<file path="src/rtl/core_pkg.sv">
// Shared core definitions: datapath width, ID/EX control bus and its field encodings.
// Used by the decoder and by the ID/EX pipeline register.
package core_pkg;

  localparam int unsigned XLEN = 32;

  // ALU intent: how EX should interpret funct3/funct7 for this instruction.
  localparam logic [1:0] AluIntentAdd = 2'b00;
  localparam logic [1:0] AluIntentSub = 2'b01;
  localparam logic [1:0] AluIntentRty = 2'b10;
  localparam logic [1:0] AluIntentIty = 2'b11;

  // Writeback source select.
  localparam logic [1:0] WbSrcAlu = 2'b00;
  localparam logic [1:0] WbSrcPc4 = 2'b01;
  localparam logic [1:0] WbSrcMem = 2'b10;

  // Field order is the bit order of the 12-bit bus, MSB first.
  typedef struct packed {
    logic       is_halt;
    logic       is_branch;
    logic       is_jal;
    logic       is_jalr;
    logic       mem_write_en;
    logic       mem_read_en;
    logic       reg_write_en;
    logic [1:0] rd_src_optn;
    logic [1:0] alu_intent;
    logic       alu_src_optn;
  } id_ex_ctrl_t;

  localparam int unsigned CtrlW = $bits(id_ex_ctrl_t);

  // Control as latched into EX: bubbles carry no side effects and writes to x0 are dropped.
  function automatic id_ex_ctrl_t ex_ctrl_filter(input logic valid, input id_ex_ctrl_t ctrl,
                                                 input logic [4:0] rd_addr);
    id_ex_ctrl_t res;
    res = '0;
    if (valid) begin
      res = ctrl;
      if (rd_addr == 5'd0) begin
        res.reg_write_en = 1'b0;
      end
    end
    return res;
  endfunction

endpackage

</file>
<file path="src/rtl/pipe_reg.sv">
// Generic pipeline payload register: async reset, synchronous clear (bubble), load enable.
module pipe_reg #(
  parameter int unsigned Width = 8
) (
  input  logic             clk_i,
  input  logic             rst_i,
  input  logic             en_i,
  input  logic             clr_i,
  input  logic [Width-1:0] d_i,
  output logic [Width-1:0] q_o
);

  logic [Width-1:0] q_q;

  // Clear wins over load so a flush overrides any enable state.
  always_ff @(posedge clk_i or posedge rst_i) begin
    if (rst_i) begin
      q_q <= '0;
    end else if (clr_i) begin
      q_q <= '0;
    end else if (en_i) begin
      q_q <= d_i;
    end
  end

  assign q_o = q_q;

endmodule

</file>
<file path="src/rtl/id_ex_register.sv">
// ID/EX pipeline register with stall, flush and a halt latch that freezes the stage
// once a halt instruction has been captured into EX.
module id_ex_register #(
  parameter int unsigned XLEN = core_pkg::XLEN
) (
  input  logic                  clk_i,
  input  logic                  rst_i,
  input  logic                  stall_i,
  input  logic                  flush_i,
  input  logic                  valid_i,
  input  core_pkg::id_ex_ctrl_t ctrl_i,
  input  logic [XLEN-1:0]       pc_i,
  input  logic [XLEN-1:0]       rs1_data_i,
  input  logic [XLEN-1:0]       rs2_data_i,
  input  logic [XLEN-1:0]       imm_i,
  input  logic [4:0]            rs1_addr_i,
  input  logic [4:0]            rs2_addr_i,
  input  logic [4:0]            rd_addr_i,
  input  logic [2:0]            funct3_i,
  input  logic                  funct7_b5_i,
  output logic                  ex_valid_o,
  output core_pkg::id_ex_ctrl_t ex_ctrl_o,
  output logic [XLEN-1:0]       ex_pc_o,
  output logic [XLEN-1:0]       ex_rs1_data_o,
  output logic [XLEN-1:0]       ex_rs2_data_o,
  output logic [XLEN-1:0]       ex_imm_o,
  output logic [4:0]            ex_rs1_addr_o,
  output logic [4:0]            ex_rs2_addr_o,
  output logic [4:0]            ex_rd_addr_o,
  output logic [2:0]            ex_funct3_o,
  output logic                  ex_funct7_b5_o,
  output logic                  halted_o
);

  import core_pkg::*;

  localparam int unsigned PayloadW = 1 + CtrlW + 4 * XLEN + 3 * 5 + 3 + 1;

  typedef enum logic [0:0] {StRun, StHalted} state_e;

  state_e state_q, state_d;

  logic                payload_en;
  logic                payload_clr;
  id_ex_ctrl_t         ctrl_cap;
  logic [PayloadW-1:0] payload_d;
  logic [PayloadW-1:0] payload_q;

  // Halt state register; leaves HALTED only through reset.
  always_ff @(posedge clk_i or posedge rst_i) begin
    if (rst_i) begin
      state_q <= StRun;
    end else begin
      state_q <= state_d;
    end
  end

  // Halt is taken only on a genuine capture edge, never while stalled or flushed.
  always_comb begin
    state_d = state_q;
    unique case (state_q)
      StRun: begin
        if (!flush_i && !stall_i && valid_i && ctrl_i.is_halt) begin
          state_d = StHalted;
        end
      end
      StHalted: state_d = StHalted;
      default:  state_d = StRun;
    endcase
  end

  // Payload control: frozen entirely while halted, otherwise flush > stall > capture.
  always_comb begin
    payload_en  = 1'b0;
    payload_clr = 1'b0;
    halted_o    = 1'b0;
    unique case (state_q)
      StRun: begin
        payload_clr = flush_i;
        payload_en  = !stall_i;
      end
      StHalted: halted_o = 1'b1;
      default: begin
        payload_en  = 1'b0;
        payload_clr = 1'b0;
      end
    endcase
  end

  // Control bus as it should appear in EX.
  always_comb begin
    ctrl_cap = ex_ctrl_filter(valid_i, ctrl_i, rd_addr_i);
  end

  assign payload_d = {valid_i, ctrl_cap, pc_i, rs1_data_i, rs2_data_i, imm_i,
                      rs1_addr_i, rs2_addr_i, rd_addr_i, funct3_i, funct7_b5_i};

  pipe_reg #(
    .Width (PayloadW)
  ) u_payload (
    .clk_i (clk_i),
    .rst_i (rst_i),
    .en_i  (payload_en),
    .clr_i (payload_clr),
    .d_i   (payload_d),
    .q_o   (payload_q)
  );

  assign {ex_valid_o, ex_ctrl_o, ex_pc_o, ex_rs1_data_o, ex_rs2_data_o, ex_imm_o,
          ex_rs1_addr_o, ex_rs2_addr_o, ex_rd_addr_o, ex_funct3_o, ex_funct7_b5_o} = payload_q;

endmodule

</file>
<file path="config.mk">
export PLATFORM = sky130hd
export DESIGN_NAME = id_ex_register
export DESIGN_NICKNAME = d
export VERILOG_FILES = /design/src/rtl/core_pkg.sv /design/src/rtl/pipe_reg.sv /design/src/rtl/id_ex_register.sv
export SDC_FILE = /design/constraint.sdc
export NUM_CORES = 1
export LEC_CHECK = 0
export ABC_CLOCK_PERIOD_IN_PS = 6200
export BUFFER_PORTS_ARGS = -buffer_cell sky130_fd_sc_hd__buf_2
export CAP_MARGIN = 25
export CORE_MARGIN = 2
export CORE_UTILIZATION = 36
export CTS_BUF_LIST = sky130_fd_sc_hd__clkbuf_2
export CTS_CLUSTER_SIZE = 24
export DETAILED_ROUTE_END_ITERATION = 6
export GPL_TIMING_DRIVEN = 0
export HOLD_SLACK_MARGIN = 0.02
export MAX_ROUTING_LAYER = met4
export PLACE_DENSITY_LB_ADDON = 0.3
export SYNTH_ARGS = -nofsm -noshare
export SYNTH_HDL_FRONTEND = slang
export SYNTH_SLANG_ARGS = --single-unit
</file>
<file path="constraint.sdc">
create_clock -name clk_i -period 6.2 [get_ports clk_i]
set_input_delay 0.62 -clock clk_i [delete_from_list [all_inputs] [get_ports clk_i]]
set_output_delay 0.62 -clock clk_i [all_outputs]
set_load 0.05 [all_outputs]
</file>
==> flow_metrics.tcl <==
set metrics [dict create \
    grt_pass1_vias 5106 \
    fin_worst_hold_slack_ns 0.118 \
    first_pass_iters 4 \
    hold_violations 0 \
    crit_path_start_kind "flip-flop" \
    rrSetupSlack_ns 4.38 \
    path_class "reg -> out" \
    status "completed" \
    fin_area_um2 8910 \
    path_buf_inv 1 \
    setup_viol 0 \
    rsz0062_at_grt "false" \
    cts_setup_buffers 0 \
    yosys-top-cells-count "dfrtp_1, a21o_1, nor4b_1" \
    synth-simple-area-share 0.114 \
    crit_slowest_cell "dfrtp_1" \
    fin_skew_ns 0.0303 \
    p_leak_nw 5.28 \
    grt_max_degree 85 \
    drive_gt1_frac 0.451 \
    tns_ns 0 \
    syn_area_per_cell_um2 13.8 \
    synth_fa_ha_area_frac 0 \
    initial_core_util 0.369 \
    drt_iter0_markers 198 \
    nFillCells 1580 \
    path_cells "buf_2" \
    die_y_um 137 \
    grt-ovfl-total 0 \
    port_buffers 322 \
    synth_most_common_cell "dfrtp_1" \
    synth_xor_area_frac 0 \
    layout.nets 1006 \
    synth_compound_area_frac 0.206 \
    async_reset_ff_frac 1.00 \
    slew-limit-headroom 0.631 \
    ys_ff_latch 161 \
    yosysTopAreaCellShare 0.629 \
    drc 0 \
    cp-startpoint "u_payload.q_o[8]" \
    gp_congestion 0.812 \
    max_stage_delay_ns 0.42 \
    post-route-min-period_ns 2.03 \
    clkTransAtPathRegs_ns 0.26 \
    std_cell_rows 48 \
    wl_per_cell_um 17.4 \
    min_from "imm_i[4]" \
    synthFlopType "dfrtp_1" \
    synth-edff-count 0 \
    clk_path_buf_depth 2 \
    hp-class "in -> reg" \
    grt_pass1_wl_mm 26.7 \
    hpwl_mm 13.4 \
    core-area_um2 17400 \
    power.share.switching 0.502 \
    crit_required_ns 5.58 \
    ir_drop_v 0.000272 \
    cts_max_level 4 \
    powerDensity_nw_per_um2 435 \
    grt_usage 0.190 \
    yosys_warnings 0 \
    cp_top_family "flip-flops" \
    multi_input_comb_area_um2 2050 \
    routed_wl_mm 18.9 \
    clockRootBuffer "clkbuf_2" \
    die_w_um 137 \
    synth_largest_area_cell "dfrtp_1" \
    vias 5443 \
    p_int_mw 1.93 \
    worstPathMaxFanout 2 \
    power.switching_mw 1.95 \
    ys_seq_area_frac 0.629 \
    antenna_found_initial 1 \
    die-area_um2 18900 \
    p_clk_frac 0.137 \
    synthCells 463 \
    synth_nets 627 \
    synth_top_family_by_area "compound AO/OA/AOI/OAI gates" \
    worst_pin_slew_ns 0.553 \
    rr_startpoint "state_q" \
    cts_sinks 161 \
    synth_cell_types 17 \
    cap_violations 0 \
    yosys-top-cells-area "dfrtp_1, nor4b_1, a22o_1" \
    vias_per_cell 5.04 \
    ant_nets 0 \
    drv_slew 0 \
    finalCritPeriodShare 0.328 \
    clk_latency_ns 0.71 \
    end_kind "output pin" \
    place_area_um2 8330 \
    combPwrFrac 0.477 \
    p_seq_frac 0.386 \
    synth_mux_area_frac 0 \
    num_io_pins 325 \
    synthToLayoutAreaGrowth_pct 39.3 \
    syn-cell-area_um2 6400 \
    cts_buffers 17 \
    fin_util 0.514 \
    fmaxAchievable_mhz 492 \
    cts_tree "built" \
    regArea_um2 4030 \
    power.total_mw 3.88 \
    worstPathArrival_ns 1.41 \
]
flip-flops by register name, summed over array words and instances, names as in the netlist:
signal	cells
state_q	1
u_payload.q_o	160
final cells by class:
cell class | instances | area share
buffer | 53 | 0.0352
sequential | 161 | 0.452
timing repair buffer | 360 | 0.225
inverter | 2 | 0.00168
clock buffer | 18 | 0.0101
multi-input combinational | 247 | 0.230
tap | 225 | 0.0316
antenna | 1 | 0.000281
clock inverter | 14 | 0.0138
power by group through the flow:
stage	clock network, mW	logic [mW]	registers [mW]
2_1_floorplan	0	0.302	2.58
4_1_cts	0.556	1.85	1.50
3_3_place_gp	0	1.83	1.51
3_5_place_dp	0	1.85	1.51
5_1_grt	0.600	1.93	1.54
6_report	0.531	1.85	1.50
kinds of logic (layout without fill, tap and decap cells):
family                 after synthesis  count (layout)
flip-flops                         161             161
buffers and inverters               55             447
AND/OR/NAND/NOR                     85              85
AO/OA/AOI/OAI                      162             162
other                                0               1
layer usage:
layer | share of wire | vias to the layer above | global-route usage
li1 | - | 2545 | -
met1 | 0.42 | 2682 | 0.238
met2 | 0.51 | 188 | 0.310
met3 | 0.056 | 28 | 0.0419
met4 | 0.016 | 0 | 0.0584
met5 | 0 | - | -
cell usage in the layout, fill, tap and decap left out:
cell / count
a22o_1: 78
buf_4: 2
inv_6: 5
clkbuf_2: 18
nand2_1: 1
clkinvlp_4: 3
clkbuf_1: 25
inv_2: 1
buf_6: 12
dlygate4sd3_1: 37
inv_8: 4
clkinv_4: 2
diode_2: 1
and2_1: 1
buf_16: 1
a31o_1: 1
nor4b_1: 79
buf_2: 336
a21o_1: 81
clkinv_2: 1
nor3_4: 1
a32o_1: 2
nor3_1: 1
nor2_1: 2
dfrtp_1: 161
timing repair:
item / CTS / global route
hold buffers: 8 / 29
gates resized for setup: 0 / 0
endpoints found under the hold margin: 84 / 29
path summary, 6_finish.rpt:
check | cells past startpoint | end
worst max-delay path | 1 | ex_rd_addr_o[4]
worst min-delay path | 2 | u_payload.q_o[23]
worst max register to register | 4 | u_payload.q_o[10]
worst min register to register | 1 | u_payload.q_o[141]
max in group asynchronous | 4 | u_payload.q_o[77]
min in group asynchronous | 3 | u_payload.q_o[33]
metrics by stage:
stage,cells,setup slack [ns]
floorplan,463,1.23
global placement,1010,-0.707
detailed placement,1011,4.13
CTS,1051,4.05
global route,1081,4.01
finish,1081,4.17
Power figures use the tool's default switching activity.
